### config.mk
export PLATFORM = sky130hd
export DESIGN_NAME = core_avalon_master
export DESIGN_NICKNAME = d
export VERILOG_FILES = /design/src/rtl/core_mem_pkg.sv /design/src/rtl/mem_lane_align.sv /design/src/rtl/core_avalon_master.sv
export SDC_FILE = /design/constraint.sdc
export NUM_CORES = 1
export LEC_CHECK = 0
export CORE_MARGIN = 2
export CORE_UTILIZATION = 62
export CTS_CLUSTER_DIAMETER = 80
export CTS_CLUSTER_SIZE = 20
export DETAILED_ROUTE_END_ITERATION = 16
export DONT_BUFFER_PORTS = 1
export PLACE_DENSITY = 0.78
export SYNTH_ARGS = -nofsm -noshare
export SYNTH_HDL_FRONTEND = slang
export SYNTH_HIERARCHICAL = 1
export SYNTH_SLANG_ARGS = --single-unit
### constraint.sdc
create_clock -name clk_clk -period 4.8 [get_ports clk_clk]
set_input_delay 0.72 -clock clk_clk [delete_from_list [all_inputs] [get_ports clk_clk]]
set_output_delay 0.72 -clock clk_clk [all_outputs]
set_load 0.01 [all_outputs]
### src/rtl/core_mem_pkg.sv
// rtl/core_mem_pkg.sv - shared constants and FSM state type for the core data-memory bridge
//
// Contents:
//   SZ_B / SZ_H / SZ_W       request size encodings (3 is illegal)
//   ERR_NONE .. ERR_TIMEOUT  response error codes
//   state_t                  bridge FSM states
package core_mem_pkg;

    localparam logic [1:0] SZ_B = 2'd0;
    localparam logic [1:0] SZ_H = 2'd1;
    localparam logic [1:0] SZ_W = 2'd2;

    localparam logic [1:0] ERR_NONE     = 2'd0;
    localparam logic [1:0] ERR_MISALIGN = 2'd1;
    localparam logic [1:0] ERR_ILLEGAL  = 2'd2;
    localparam logic [1:0] ERR_TIMEOUT  = 2'd3;

    typedef enum logic [1:0] {
        IDLE,
        CMD,
        RDWAIT,
        RESP
    } state_t;

endpackage

### src/rtl/mem_lane_align.sv
// rtl/mem_lane_align.sv - byte-lane steering, legality check and load extract/extend
//
// Purely combinational.
// Request side (driven from the live core request):
//   i_addr, i_size, i_wdata  -> o_err, o_byteenable, o_wdata
// Load side (driven from the latched request):
//   i_ld_off, i_ld_size, i_ld_unsigned, i_rdata -> o_rdata
module mem_lane_align
    import core_mem_pkg::*;
#(
    parameter int ADDR_W = 28
) (
    input  logic [31:0] i_addr,
    input  logic [1:0]  i_size,
    input  logic [31:0] i_wdata,
    output logic [1:0]  o_err,
    output logic [3:0]  o_byteenable,
    output logic [31:0] o_wdata,
    input  logic [1:0]  i_ld_off,
    input  logic [1:0]  i_ld_size,
    input  logic        i_ld_unsigned,
    input  logic [31:0] i_rdata,
    output logic [31:0] o_rdata
);

    logic [31:0] w_shifted;

    // Misalignment is checked first so it wins over the illegal-size/range code.
    // The shift form of the range check keeps it valid for any ADDR_W below 32.
    always_comb begin
        o_err = ERR_NONE;
        if ((i_size == SZ_H && i_addr[0]) || (i_size == SZ_W && i_addr[1:0] != 2'b00)) begin
            o_err = ERR_MISALIGN;
        end else if (i_size == 2'd3 || (i_addr >> ADDR_W) != 32'd0) begin
            o_err = ERR_ILLEGAL;
        end
    end

    always_comb begin
        o_byteenable = 4'b1111;
        o_wdata      = i_wdata;
        case (i_size)
            SZ_B: begin
                o_byteenable = 4'b0001 << i_addr[1:0];
                o_wdata      = {4{i_wdata[7:0]}};
            end
            SZ_H: begin
                o_byteenable = 4'b0011 << i_addr[1:0];
                o_wdata      = {2{i_wdata[15:0]}};
            end
            default: begin
                o_byteenable = 4'b1111;
                o_wdata      = i_wdata;
            end
        endcase
    end

    assign w_shifted = i_rdata >> {i_ld_off, 3'b000};

    always_comb begin
        o_rdata = i_rdata;
        case (i_ld_size)
            SZ_B:    o_rdata = {{24{!i_ld_unsigned && w_shifted[7]}}, w_shifted[7:0]};
            SZ_H:    o_rdata = {{16{!i_ld_unsigned && w_shifted[15]}}, w_shifted[15:0]};
            default: o_rdata = i_rdata;
        endcase
    end

endmodule

### src/rtl/core_avalon_master.sv
// rtl/core_avalon_master.sv - single-beat Avalon-MM master for the core load/store port
//
// Optional feature macro: CORE_AVALON_MASTER_TIMEOUT_EN (per-transaction bus-cycle watchdog).
// Ports:
//   clk_clk, reset_reset                 clock, synchronous active-high reset
//   req_valid/req_ready/req_we/req_addr/req_size/req_unsigned/req_wdata   core request
//   rsp_valid/rsp_rdata/rsp_err          one-cycle response
//   avm_*                                Avalon-MM master towards mm_bridge_s
module core_avalon_master
    import core_mem_pkg::*;
#(
    parameter int ADDR_W         = 28,
    parameter int TIMEOUT_CYCLES = 1023
) (
    input  logic              clk_clk,
    input  logic              reset_reset,
    input  logic              req_valid,
    output logic              req_ready,
    input  logic              req_we,
    input  logic [31:0]       req_addr,
    input  logic [1:0]        req_size,
    input  logic              req_unsigned,
    input  logic [31:0]       req_wdata,
    output logic              rsp_valid,
    output logic [31:0]       rsp_rdata,
    output logic [1:0]        rsp_err,
    output logic [ADDR_W-1:0] avm_address,
    output logic              avm_read,
    output logic              avm_write,
    output logic [31:0]       avm_writedata,
    output logic [3:0]        avm_byteenable,
    output logic              avm_burstcount,
    output logic              avm_debugaccess,
    input  logic              avm_waitrequest,
    input  logic [31:0]       avm_readdata,
    input  logic              avm_readdatavalid
);

    state_t            r_state;
    state_t            w_state_next;
    logic              r_req_ready;
    logic              r_rsp_valid;
    logic [31:0]       r_rsp_rdata;
    logic [1:0]        r_rsp_err;
    logic [ADDR_W-1:0] r_avm_address;
    logic              r_avm_read;
    logic              r_avm_write;
    logic [31:0]       r_avm_writedata;
    logic [3:0]        r_avm_byteenable;
    logic              r_we;
    logic [1:0]        r_ld_off;
    logic [1:0]        r_size;
    logic              r_unsigned;

    logic              w_accept;
    logic              w_we_next;
    logic              w_rd_capture;
    logic              w_abort;
    logic              w_timeout;
    logic [1:0]        w_chk_err;
    logic [3:0]        w_byteenable;
    logic [31:0]       w_wdata;
    logic [31:0]       w_ld_data;

    mem_lane_align #(
        .ADDR_W (ADDR_W)
    ) u_align (
        .i_addr        (req_addr),
        .i_size        (req_size),
        .i_wdata       (req_wdata),
        .o_err         (w_chk_err),
        .o_byteenable  (w_byteenable),
        .o_wdata       (w_wdata),
        .i_ld_off      (r_ld_off),
        .i_ld_size     (r_size),
        .i_ld_unsigned (r_unsigned),
        .i_rdata       (avm_readdata),
        .o_rdata       (w_ld_data)
    );

    assign w_accept  = req_valid && r_req_ready;
    assign w_we_next = w_accept ? req_we : r_we;

    // Read data is only taken while this bridge owns a read; beats arriving in
    // IDLE/RESP (e.g. left over from an aborted or reset transaction) are dropped.
    assign w_rd_capture = !r_we && avm_readdatavalid &&
                          ((r_state == CMD && !avm_waitrequest) || r_state == RDWAIT);

`ifdef CORE_AVALON_MASTER_TIMEOUT_EN
    localparam int CNT_W = $clog2(TIMEOUT_CYCLES + 1);

    logic [CNT_W-1:0] r_cnt;
    logic [CNT_W-1:0] w_cnt_inc;

    assign w_cnt_inc = r_cnt + 1'b1;
    // Fires in the bus cycle that would bring the count to TIMEOUT_CYCLES.
    assign w_timeout = (r_state == CMD || r_state == RDWAIT) &&
                       (w_cnt_inc == CNT_W'(TIMEOUT_CYCLES));

    always_ff @(posedge clk_clk) begin
        if (reset_reset) begin
            r_cnt <= '0;
        end else if (w_accept) begin
            r_cnt <= '0;
        end else if (r_state == CMD || r_state == RDWAIT) begin
            r_cnt <= w_cnt_inc;
        end
    end
`else
    logic w_unused_timeout;

    assign w_timeout        = 1'b0;
    assign w_unused_timeout = (TIMEOUT_CYCLES != 0);
`endif

    // Completion takes priority over a timeout landing in the same cycle.
    always_comb begin
        w_state_next = r_state;
        w_abort      = 1'b0;
        case (r_state)
            IDLE: begin
                if (w_accept) begin
                    w_state_next = (w_chk_err == ERR_NONE) ? CMD : RESP;
                end
            end
            CMD: begin
                if (!avm_waitrequest && (r_we || avm_readdatavalid)) begin
                    w_state_next = RESP;
                end else if (w_timeout) begin
                    w_state_next = RESP;
                    w_abort      = 1'b1;
                end else if (!avm_waitrequest) begin
                    w_state_next = RDWAIT;
                end
            end
            RDWAIT: begin
                if (avm_readdatavalid) begin
                    w_state_next = RESP;
                end else if (w_timeout) begin
                    w_state_next = RESP;
                    w_abort      = 1'b1;
                end
            end
            RESP: begin
                w_state_next = IDLE;
            end
            default: begin
                w_state_next = IDLE;
            end
        endcase
    end

    // Outputs are registered from the next state so that ready, the bus strobes
    // and the response strobe all line up with the state they describe.
    always_ff @(posedge clk_clk) begin
        if (reset_reset) begin
            r_state          <= IDLE;
            r_req_ready      <= 1'b0;
            r_rsp_valid      <= 1'b0;
            r_rsp_rdata      <= '0;
            r_rsp_err        <= ERR_NONE;
            r_avm_address    <= '0;
            r_avm_read       <= 1'b0;
            r_avm_write      <= 1'b0;
            r_avm_writedata  <= '0;
            r_avm_byteenable <= '0;
            r_we             <= 1'b0;
            r_ld_off         <= '0;
            r_size           <= '0;
            r_unsigned       <= 1'b0;
        end else begin
            r_state     <= w_state_next;
            r_req_ready <= (w_state_next == IDLE);
            r_rsp_valid <= (w_state_next == RESP);
            r_avm_read  <= (w_state_next == CMD) && !w_we_next;
            r_avm_write <= (w_state_next == CMD) && w_we_next;
            r_rsp_err   <= ERR_NONE;
            r_rsp_rdata <= '0;
            if (w_accept) begin
                r_we       <= req_we;
                r_ld_off   <= req_addr[1:0];
                r_size     <= req_size;
                r_unsigned <= req_unsigned;
                if (w_chk_err == ERR_NONE) begin
                    r_avm_address    <= {req_addr[ADDR_W-1:2], 2'b00};
                    r_avm_byteenable <= w_byteenable;
                    r_avm_writedata  <= w_wdata;
                end else begin
                    r_rsp_err <= w_chk_err;
                end
            end
            if (w_abort) begin
                r_rsp_err <= ERR_TIMEOUT;
            end
            if (w_rd_capture) begin
                r_rsp_rdata <= w_ld_data;
            end
        end
    end

    assign req_ready       = r_req_ready;
    assign rsp_valid       = r_rsp_valid;
    assign rsp_rdata       = r_rsp_rdata;
    assign rsp_err         = r_rsp_err;
    assign avm_address     = r_avm_address;
    assign avm_read        = r_avm_read;
    assign avm_write       = r_avm_write;
    assign avm_writedata   = r_avm_writedata;
    assign avm_byteenable  = r_avm_byteenable;
    assign avm_burstcount  = 1'b1;
    assign avm_debugaccess = 1'b0;

endmodule
=== After elaboration in Yosys (flattened, before gate mapping) ===
Index checks and enable logic that the tools add are counted.

* Shift-type cells: 3
* Reduce and logical (&&, ||, !) cells: 29
* Bitwise gates (word level): 2
* Equality and inequality tests: 9
* Muxes and demuxes: 12

{| class="wikitable"
|+ Operators with widths
! kind !! number
|-
| 32-bit one-hot mux with 2 select lines || 2
|-
| 32-bit nonzero test || 1
|-
| 32-bit by 5-bit right shift with 16-bit output || 1
|-
| 2-bit two-way mux || 7
|-
| 1-bit logical AND || 11
|-
| 2-bit == test, second input constant || 5
|-
| 2-bit logical NOT || 5
|-
| 2-bit by 1-bit == test with 1-bit output, second input constant || 4
|-
| 2-bit one-hot mux with 4 select lines || 1
|-
| 4-bit one-hot mux with 2 select lines || 1
|-
| 1-bit logical NOT || 4
|-
| 1-bit logical OR || 4
|-
| 1-bit by 2-bit << shifter with 4-bit output, first input constant || 1
|-
| 2-bit by 2-bit << shifter with 4-bit output, first input constant || 1
|-
| 3-bit OR reduction || 1
|-
| 1-bit NOT || 2
|-
| 2-bit AND reduction || 1
|-
| 2-bit nonzero test || 1
|-
| 2-bit OR reduction || 1
|-
| 1-bit two-way mux || 1
|}

* Register bits after elaboration: 108

=== Longest topological paths before layout ===
* Word-level depth: 10
* Depth in mapped cells: 9
* Depth with buffers taken out: 6

=== By module ===
Netlist, hierarchy kept.

{| class="wikitable"
|+ By module, submodules not included
! module !! times used !! cells each !! area an instance (µm²)
|-
| core_avalon_master || 1 || 400 || 3577.2
|-
| mem_lane_align || 1 || 192 || 1297.5
|}

=== Least setup slack after synthesis ===
OpenSTA, ideal clock, no wires.

* Path kind: input to register
* From: input req_size[0]
* To: register r_avm_writedata[22], in the netlist avm_writedata[22]
* Data arrival time: 2.192 ns
* Buffers on the path: 4
* Stages: 9
* Required time: 4.730 ns
* Slack: 2.538 ns
* Cells stage by stage: clkbuf_1 > buf_2 > nand2_1 > a21oi_1 > nand4bb_1 > buf_4 > clkbuf_1 > nand2_1 > a21oi_1

* Cells in the longest elaborated chain, start to end: 6
* Elaborated cells between the ends (all ways): 13
* Those cells by class: 3 x eq/ne; 3 x mux; 7 x reduce/logical

{| class="wikitable"
|+ Ends and longest elaborated chain
! what !! RTL line !! source
|-
| start, declared || core_avalon_master.sv:21 || <nowiki>input logic [1:0] req_size,</nowiki>
|-
| 2-bit == test (tied with other cells) || mem_lane_align.sv:34 || <nowiki>end else if (i_size == 2'd3 || (i_addr >> ADDR_W) != 32'd0) begin</nowiki>
|-
| 1-bit logical OR / 1-bit logical AND (equally long branches) || mem_lane_align.sv:34, mem_lane_align.sv:32 ||
|-
| 2-bit two-way mux / 1-bit logical OR (equally long branches) || mem_lane_align.sv:34, mem_lane_align.sv:32 ||
|-
| 2-bit two-way mux (*) || mem_lane_align.sv:32 || <nowiki>if ((i_size == SZ_H && i_addr[0]) || (i_size == SZ_W && i_addr[1:0] != 2'b00)) begin</nowiki>
|-
| via w_chk_err[1] || core_avalon_master.sv:60 || <nowiki>logic [1:0] w_chk_err;</nowiki>
|-
| 2-bit logical NOT (*) || core_avalon_master.sv:184 || <nowiki>if (w_chk_err == ERR_NONE) begin</nowiki>
|-
| 2-bit AND reduction (no source line) (*) || n/a ||
|-
| end signal, assigned || core_avalon_master.sv:187 || <nowiki>r_avm_writedata <= w_wdata;</nowiki>
|-
| end, declared || core_avalon_master.sv:48 || <nowiki>logic [31:0] r_avm_writedata;</nowiki>
|}

Mark *: on every way through the listed nets, which the timed path passes. The rest lies on a longest branch.
A chain may end at the register's enable or synchronous reset.

=== Worst setup path after layout ===
* From: input req_addr[0]
* To: register r_avm_address[8], in the netlist avm_address[8]

* Cells in the longest elaborated chain, start to end: 6
* Elaborated cells between the ends (all ways): 7
* Those cells by class: 1 x mux; 6 x reduce/logical

{| class="wikitable"
|+ Ends and longest elaborated chain
! what !! RTL line !! source
|-
| start, declared || core_avalon_master.sv:20 || <nowiki>input logic [31:0] req_addr,</nowiki>
|-
| 2-bit nonzero test || mem_lane_align.sv:32 ||
|-
| 1-bit logical AND || mem_lane_align.sv:32 ||
|-
| 1-bit logical OR (*) || mem_lane_align.sv:32 ||
|-
| 2-bit two-way mux (*) || mem_lane_align.sv:32 ||
|-
| via w_chk_err[0] || core_avalon_master.sv:60 ||
|-
| 2-bit logical NOT (*) || core_avalon_master.sv:184 ||
|-
| 2-bit AND reduction (no source line) (*) || n/a ||
|-
| end signal, assigned || core_avalon_master.sv:185 || <nowiki>r_avm_address <= {req_addr[ADDR_W-1:2], 2'b00};</nowiki>
|-
| end, declared || core_avalon_master.sv:45 || <nowiki>logic [ADDR_W-1:0] r_avm_address;</nowiki>
|}

Marks and branches as above.

==> impl_metrics.tcl <==
set metrics [dict create \
    outcome "completed" \
    placed_cell_area_sq_um 4715 \
    ctsLongestPathBuffers 2 \
    hp-start "reset_reset" \
    cts_buffers 9 \
    tritoncts "yes" \
    grt_setup_unrepaired "false" \
    p_leak_nw 1.720 \
    cp_slowest_cell "and4bb_2" \
    setup_ws_ns 2.229 \
    reg2reg_from "r_ld_off[1]" \
    ys_types 49 \
    p_seq_share_pct 53.2 \
    areaGrowthSynthToFinish_pct 1.309 \
    postLayoutCellArea_sq_um 4938 \
    path_clk_slew_ns 0.10 \
    synth-edff-count 0 \
    drc 0 \
    syn_inst 592 \
    fin_nets 657 \
    drt-initial-drc-count 171 \
    p_clk_share_pct 30.9 \
    mostFrequentLayoutCells "172 x nand2_1, 108 x dfxtp_1, 71 x a21oi_1, 35 x and2_1, 27 x o21ai_0" \
    rows 32 \
    r2r_end "rsp_rdata[16]" \
    worst_setup_path_start_kind "primary input" \
    final_util_pct 64.24 \
    first_pass_iters 5 \
    yosys_warnings 6 \
    worstPathRequired_ns 5.09 \
    cts.sinks 108 \
    path_class "in2reg" \
    layout-drive-gt1-share_pct 10.05 \
    rrSetupSlack_ns 2.46 \
    worst_pin_slew_ns 1.248 \
    ys_ff_latch 108 \
    coreArea_sq_um 7687 \
    die_area_sq_um 8588 \
    grt_pass1_vias 3649 \
    ctsResizeCount 0 \
    synthesis.area_sq_um 4875 \
    peakVddDrop_uv 247.9 \
    via_count 3895 \
    max_slew_margin_pct 16.80 \
    postCtsHoldBufs 0 \
    max_stage_delay_ns 1.16 \
    n_antenna_cell 0 \
    cts_setup_buffers 0 \
    grt_overflow 0 \
    syn_avg_cell_area_sq_um 8.234 \
    reg2reg_depth 4 \
    power.share.switching_pct 28.79 \
    die_w_um 92.67 \
    layout_commonest_cell "nand2_1" \
    viasPerCell 5.910 \
    fillCellCount 681 \
    power_density_nw_per_um2 398.9 \
    post-place-ws_ns 1.863 \
    power.internal_mw 1.403 \
    gp_congestion 0.8868 \
    p_sw_uw 567.0 \
    endpoint_kind "register" \
    finalHoldViolCount 0 \
    routedWlPerCell_um 17.75 \
    wirelength_mm 11.70 \
    whs_path_depth 1 \
    finalSetupViolCount 0 \
    h-tree-depth 3 \
    holdPathEnd "req_ready" \
    root_buffer "clkbuf_8" \
    grt_first_pass_wirelength_mm 18.15 \
    clk-insertion-delay-late_ns 0.37 \
    worstPathArrival_ns 2.86 \
    ant_nets 0 \
    fmax_mhz 389.0 \
    p_comb_share_pct 15.9 \
    antenna_found_initial 0 \
    start_util_pct 63.41 \
    dp_hpwl_mm 8.157 \
    yosysSeqAreaShare_pct 44.35 \
    synth-async-reset-ratio_pct 0 \
    min_path_type "in2reg" \
    drv_slew 0 \
    path_max_fanout 62 \
    ys.flop_type "dfxtp_1" \
    timing.final.crit_share_pct 53.56 \
    skew_ns 0.01139 \
    io_pins 209 \
    tns_ns 0 \
    cap_violations 0 \
    grt_max_degree 75 \
    crit_path_cell_trace "o21ai_0, o21ai_0, a21oi_1, and4bb_2, nand2_1, a21oi_1" \
    dieHeight_um 92.67 \
    grt.total_usage_pct 26.48 \
    fin_crit_ns 2.571 \
    portBuffers 0 \
]
-- flip-flops by register name, summed over array words and instances, names as in the netlist --
| name | count |
|---|---|
| avm_write | 1 |
| avm_byteenable | 4 |
| avm_writedata | 32 |
| avm_read | 1 |
| r_unsigned | 1 |
| r_state | 2 |
| r_we | 1 |
| req_ready | 1 |
| r_ld_off | 2 |
| rsp_rdata | 32 |
| rsp_err | 2 |
| avm_address | 26 |
| r_size | 2 |
| rsp_valid | 1 |
-- how the worst max path moves through the flow --
stage,start,to,slack (ns),cells past startpoint
after floorplan,req_size[0],avm_writedata[22],2.54,9
after global placement,req_addr[0],avm_writedata[4],2.04,6
after detailed placement,req_addr[0],avm_address[8],1.86,6
after CTS,req_addr[0],avm_byteenable[0],2.24,6
after global routing,req_addr[0],avm_address[27],2.02,6
final,req_addr[0],avm_address[8],2.23,6
-- routing by layer --
layer	share of wire [%]	vias to the layer above	track usage, %
li1	-	1887	-
met3	11	22	11.88
met1	39	1789	32.07
met4	1.7	0	9.314
met5	0	-	0
met2	48	197	41.85
-- power groups by stage --
| stage | logic, mW | clock network (mW) | registers (mW) |
|---|---|---|---|
| finish | 0.314 | 0.609 | 1.05 |
| global route | 0.349 | 0.665 | 1.06 |
| CTS | 0.312 | 0.626 | 1.05 |
| detailed placement | 0.310 | 0 | 1.07 |
| global placement | 0.298 | 0 | 1.07 |
| floorplan | 0.306 | 0 | 1.04 |
-- per-stage QoR --
step | power (mW) | hold slack, ns | std cells
2_1_floorplan | 1.344 | 0.4485 | 594
3_3_place_gp | 1.363 | 0.4781 | 643
3_5_place_dp | 1.379 | 0.4892 | 643
4_1_cts | 1.985 | 0.3989 | 659
5_1_grt | 2.071 | 0.3958 | 659
6_report | 1.970 | 0.4250 | 659
-- critical path, delay by kind of cell --
family          cells  cell delay [ns]
simple gates        2             1.28
compound gates      4             0.82
-- Yosys cell counts (all sizes together) (8+ instances only) --
| library cell | count | area (sq um) |
|---|---|---|
| buf | 35 | 232.7 |
| mux2 | 25 | 289.0 |
| clkbuf | 19 | 75.07 |
| and2 | 35 | 219.0 |
| mux2i | 10 | 100.1 |
| nor2 | 10 | 40.04 |
| a221oi | 11 | 113.9 |
| nand2 | 172 | 645.6 |
| a21oi | 71 | 355.3 |
| inv | 8 | 30.03 |
| o21ai | 37 | 200.2 |
| a22oi | 8 | 65.06 |
| dfxtp | 108 | 2162 |
-- cell families after synthesis --
kind of cell    after synthesis  synth area share (%)
simple gates                244                 22.79
compound gates              141                 17.79
flops                       108                 44.35
buf+inv                      62                 6.930
mux                          35                 7.983
other cells                   2                0.1541
-- area by class of cell --
class	count	area (sq um)	area share, %
Timing Repair Buffer	1	7.507	0.1520
Inverter	8	30.03	0.6081
Clock buffer	10	127.6	2.584
Sequential cell	108	2162	43.78
Tap cell	102	127.6	2.584
Multi-Input combinational cell	424	2387	48.34
Clock inverter	6	96.34	1.951
(Power assumes the default switching activity.)
==> RTL change 1: new RTL, same flow settings <==
`ADDR_W` is set to 28 in 2 places; all go to 14.
--- a/src/rtl/mem_lane_align.sv
+++ b/src/rtl/mem_lane_align.sv
@@ -10,3 +10,3 @@
 #(
-    parameter int ADDR_W = 28
+    parameter int ADDR_W = 14
 ) (
--- a/src/rtl/core_avalon_master.sv
+++ b/src/rtl/core_avalon_master.sv
@@ -11,3 +11,3 @@
 #(
-    parameter int ADDR_W         = 28,
+    parameter int ADDR_W         = 14,
     parameter int TIMEOUT_CYCLES = 1023
Interface: changed (resized avm_address); port bits go from 209 to 195. No check against the original RTL was run, so the function may have changed too.
==> RTL change 1 against the original RTL <==
  * Total power down 12%
  * Routed wire length shrank 12%
  * Core utilization up 1.2 points
  * Critical path depth unchanged
  * Synthesized area is 9.5% lower
  * Die area is 9.1% lower
  * Sequential cell count is 14 lower
  * Worst setup slack better by 0.14 ns
  * Design area decreased by 9.5%
  * Critical path type unchanged
==> RTL change 1: results (changes against the original RTL) <==
worst_setup_path:
  path_max_fanout: 48  # -23%
  cp_slowest_stage_delay_ns: 0.98  # -0.18 ns
  ff2ff_setup_slack_ns: 2.56  # +0.10 ns
  cpMaxStageDelayCell: "and4bb_2"
  r2r_cells: 4  # unchanged
  timing.rr.end: "rsp_rdata[16]$_SDFF_PP0_"
  reg2reg_from: "r_ld_off[1]$_SDFFE_PP0P_"
power_and_ir_drop:
  power_leakage_nw: 1.56  # -9.4%
  ir_drop_uv: 183  # -26%
run_status:
  status: "finished clean"
cells_and_area:
  layout-drive-gt1-share_pct: 11.1  # +1.1 points
  num_antenna_cells: 0  # unchanged
  instances_no_fill: 600  # -9.0%
  final_net_count: 605  # -7.9%
logic_synthesis:
  yosysSeqAreaShare_pct: 42.6  # -1.7 points
  synth_cells: 535  # -9.6%
  yosys_warnings: 6  # unchanged
  synthTopCellsByCount: "nand2_1, dfxtp_1, a21oi_1"
  synth-async-reset-ratio_pct: 0  # unchanged
  synth_cell_types: 47  # -4.1%
  ys.flop_type: "dfxtp_1"
  netlist_top_cells_area: "dfxtp_1, nand2_1, a21oi_1"
clock_tree:
  cts-resized-gates: 0  # unchanged
  cts_root_buf: "clkbuf_8"
  postCtsSetupBuffers: 0  # unchanged
  insertion_delay_ns: 0.35  # -0.02 ns
  cts_buffer_depth: 2  # unchanged
  htreeDepth: 3  # unchanged
place:
  place_inst: 585  # -9.0%
  dp.final_hpwl_mm: 7.45  # -8.6%
  routabilityCongestion: 0.819  # -7.7%
  place_ws_ns: 2.06  # +0.200 ns
  postPlaceCellArea_mm2: 0.00427  # -9.3%
global_routing:
  use_met3_pct: 11.0  # -0.87 points
  grt_pass1_vias: 3287  # -9.9%
  grt_use_total_pct: 26.0  # -0.46 points
  grt_pass1_wl_mm: 15.9  # -12%
  grt_max_degree: 61  # -19%
  met2_usage_pct: 44.6  # +2.7 points
  use_met1_pct: 28.8  # -3.3 points
timing:
  timing.slew.headroom_pct: 20.8  # +4.0 points
  holdWs_ns: 0.442  # +0.0169 ns
  fin_worst_skew_ns: 0.00830  # -0.00309 ns
hold_path:
  hold_depth: 1  # unchanged
  hold_path.class: "in2reg"
  min_from: "reset_reset"
  whs_endpoint: "r_state[1]$_SDFF_PP0_"
route:
  num_vias: 3544  # -9.0%
  first_iter_violations: 123  # -28%
  drc_errors: 0  # unchanged
  wirelength_mm: 10.3  # -12%
  firstDrtPassIters: 4  # -1
-- RTL change 1: metal layers --
metal | wire length, µm | vias up
met4 | 265 | 0
met3 | 1120 | 29
met2 | 5220 | 169
li1 | - | 1721
met1 | 3740 | 1625
met5 | 0 | -
-- RTL change 1: power by group --
part / total [mW] / leakage (nW) / internal [mW] / switching, mW
registers: 0.920 / 0.760 / 0.838 / 0.0817
logic: 0.292 / 0.700 / 0.138 / 0.154
clock network: 0.516 / 0.0976 / 0.243 / 0.273
-- RTL change 1: logic make-up after synthesis --
family          count (synthesis)  synth area share (%)
other cells                     2                 0.170
buf+inv                        57                  7.00
flops                          94                  42.6
compound gates                128                  18.3
simple gates                  219                  23.1
mux                            35                  8.82
-- RTL change 1: layout make-up --
class,instances,area (µm²)
Clock buffer,9,124
Tap cell,96,120
Fill cell,610,2360
Inverter,8,30.0
Timing Repair Buffer,1,7.51
Multi-Input combinational cell,386,2230
Clock inverter,6,71.3
Sequential cell,94,1880
-- RTL change 1: worst max-delay path by stage --
stage	start	end	slack, ns	cells after the start
floorplan	req_size[0]	avm_writedata[11]$_SDFFE_PP0P_	2.47	9
global placement	req_addr[0]	avm_writedata[11]$_SDFFE_PP0P_	2.18	6
detailed placement	req_addr[0]	avm_writedata[5]$_SDFFE_PP0P_	2.06	6
CTS	req_addr[0]	avm_writedata[24]$_SDFFE_PP0P_	2.45	6
global route	req_size[1]	avm_writedata[22]$_SDFFE_PP0P_	2.19	6
finish	req_size[1]	avm_writedata[5]$_SDFFE_PP0P_	2.37	6
-- RTL change 1: worst register-to-register path, delay by kind of cell (launching register included) --
| kind | cells | cell delay [ns] |
|---|---|---|
| simple gates | 2 | 0.48 |
| flops | 1 | 0.73 |
| compound gates | 2 | 0.93 |
==> RTL change 2: new RTL, config.mk and constraints unchanged <==
Made on the original files. Encoding of `state_t`: now one-hot (4 bits for 4 states).
--- a/src/rtl/core_mem_pkg.sv
+++ b/src/rtl/core_mem_pkg.sv
@@ -17,7 +17,7 @@
 
-    typedef enum logic [1:0] {
-        IDLE,
-        CMD,
-        RDWAIT,
-        RESP
+    typedef enum logic [3:0] {
+        IDLE   = 4'b0001,
+        CMD    = 4'b0010,
+        RDWAIT = 4'b0100,
+        RESP   = 4'b1000
     } state_t;
Behaviour: no difference found for any inputs over 4 cycles, from zero or initial values and one cycle with reset_reset high; so few cycles prove little.
==> RTL change 2 against the original RTL <==
  * Synthesized area rose by 1.4%
  * Global-route usage grew 0.74 points
  * Design area is 2.4% higher
  * Routed wire length is 2.9% higher
  * Worst setup slack got worse by 0.34 ns
  * Sequential cell count is 2 higher
  * Largest cell class unchanged
Power is not compared: it rests on default switching activity, and its combinational part moved more than twofold at a synthesized area within 25%.
==> RTL change 2: results (changes against the original RTL) <==
timing:
  fin_worst_skew_ns: 0.00917  # -0.00222 ns
  timing.slew.headroom_pct: 22.9  # +6.1 points
logic_synthesis:
  synth_cells: 603  # +1.9%
  synth_compound_area_share_pct: 18.1  # +0.30 points
  synth_cell_types: 51  # +4.1%
  synthTopCellsByCount: "nand2_1, dfxtp_1, a21oi_1"
  netlist_top_cells_area: "dfxtp_1, nand2_1, a21oi_1"
  muxShareOfSynthArea_pct: 7.87  # -0.11 points
place:
  place_inst: 653  # +1.6%
  dp.final_hpwl_mm: 8.68  # +6.4%
  postPlaceCellArea_mm2: 0.00484  # +2.6%
cells_and_area:
  multi_input_area_mm2: 0.00245  # +2.7%
  layout-drive-gt1-share_pct: 9.88  # -0.18 points
  nNonClkBuffers: 2  # +1
  final_net_count: 667  # +1.5%
  inv_count: 11  # +3
  fillers: 667  # -2.1%
  clk_share_pct: 4.35  # -0.18 points
run_status:
  status: "finished clean"
global_routing:
  grt_use_total_pct: 27.2  # +0.74 points
  grt_max_degree: 79  # +5.3%
  use_met3_pct: 10.3  # -1.6 points
  grt_pass1_vias: 3763  # +3.1%
  use_met1_pct: 30.4  # -1.7 points
  met2_usage_pct: 45.9  # +4.1 points
  grt_pass1_wl_mm: 18.8  # +3.4%
worst_setup_path:
  ff2ff_setup_slack_ns: 2.39  # -0.07 ns
  cp.arrival_ns: 3.20  # +0.34 ns
  cp_slowest_stage_delay_ns: 0.80  # -0.36 ns
route:
  first_iter_violations: 209  # +22%
  vias_per_cell: 5.96  # +0.88%
  num_vias: 3989  # +2.4%
clock_tree:
  clkSinkCount: 110  # +1.9%
hold_path:
  whs_endpoint: "avm_address[13]$_SDFFE_PP0P_"
-- RTL change 2: cell count changes after synthesis, sizes merged, moves of 2 or more --
cell    change
nor2b       -2
nand2       -5
inv         +3
a31oi       +3
and2        -2
or4         +2
buf        -10
a211oi      -2
dfxtp       +2
clkbuf     +12
nand3       +5
-- RTL change 2: metrics by stage --
step / setup slack (ns) / hold slack (ns)
after floorplan: 2.42 / 0.449
after global placement: 1.78 / 0.475
after detailed placement: 1.53 / 0.479
after CTS: 1.90 / 0.399
after global routing: 1.66 / 0.392
final: 1.89 / 0.411
-- RTL change 2: power breakdown --
group          leakage (nW)  internal [mW]  switching, mW
combinational         0.776         0.0690         0.0763
clock                 0.102          0.295          0.308
sequential            0.889          0.929         0.0304
-- RTL change 2: worst reg2reg max path, cell delays in order, from the launching register on --
cell and delay (ns):
dfxtp_1 0.67, nor4bb_4 0.85, buf_4 0.54, nand2_1 0.12, a21oi_1 0.15
-- RTL change 2: how the worst max path moves through the flow --
stage,slack [ns],cells after the start,to,from
2_1_floorplan,2.42,9,avm_writedata[23]$_SDFFE_PP0P_,req_size[0]
3_5_place_dp,1.53,7,avm_address[7]$_SDFFE_PP0P_,req_addr[0]
6_report,1.89,7,avm_address[7]$_SDFFE_PP0P_,req_addr[0]
4_1_cts,1.90,7,avm_address[7]$_SDFFE_PP0P_,req_addr[0]
3_3_place_gp,1.78,7,avm_writedata[18]$_SDFFE_PP0P_,req_addr[0]
5_1_grt,1.66,7,avm_writedata[4]$_SDFFE_PP0P_,req_addr[0]
-- RTL change 2: per-layer routing --
metal	routed length, µm	up-vias
li1	-	1935
met1	4400	1855
met2	5980	177
met3	1330	22
met4	323	0
met5	0	-
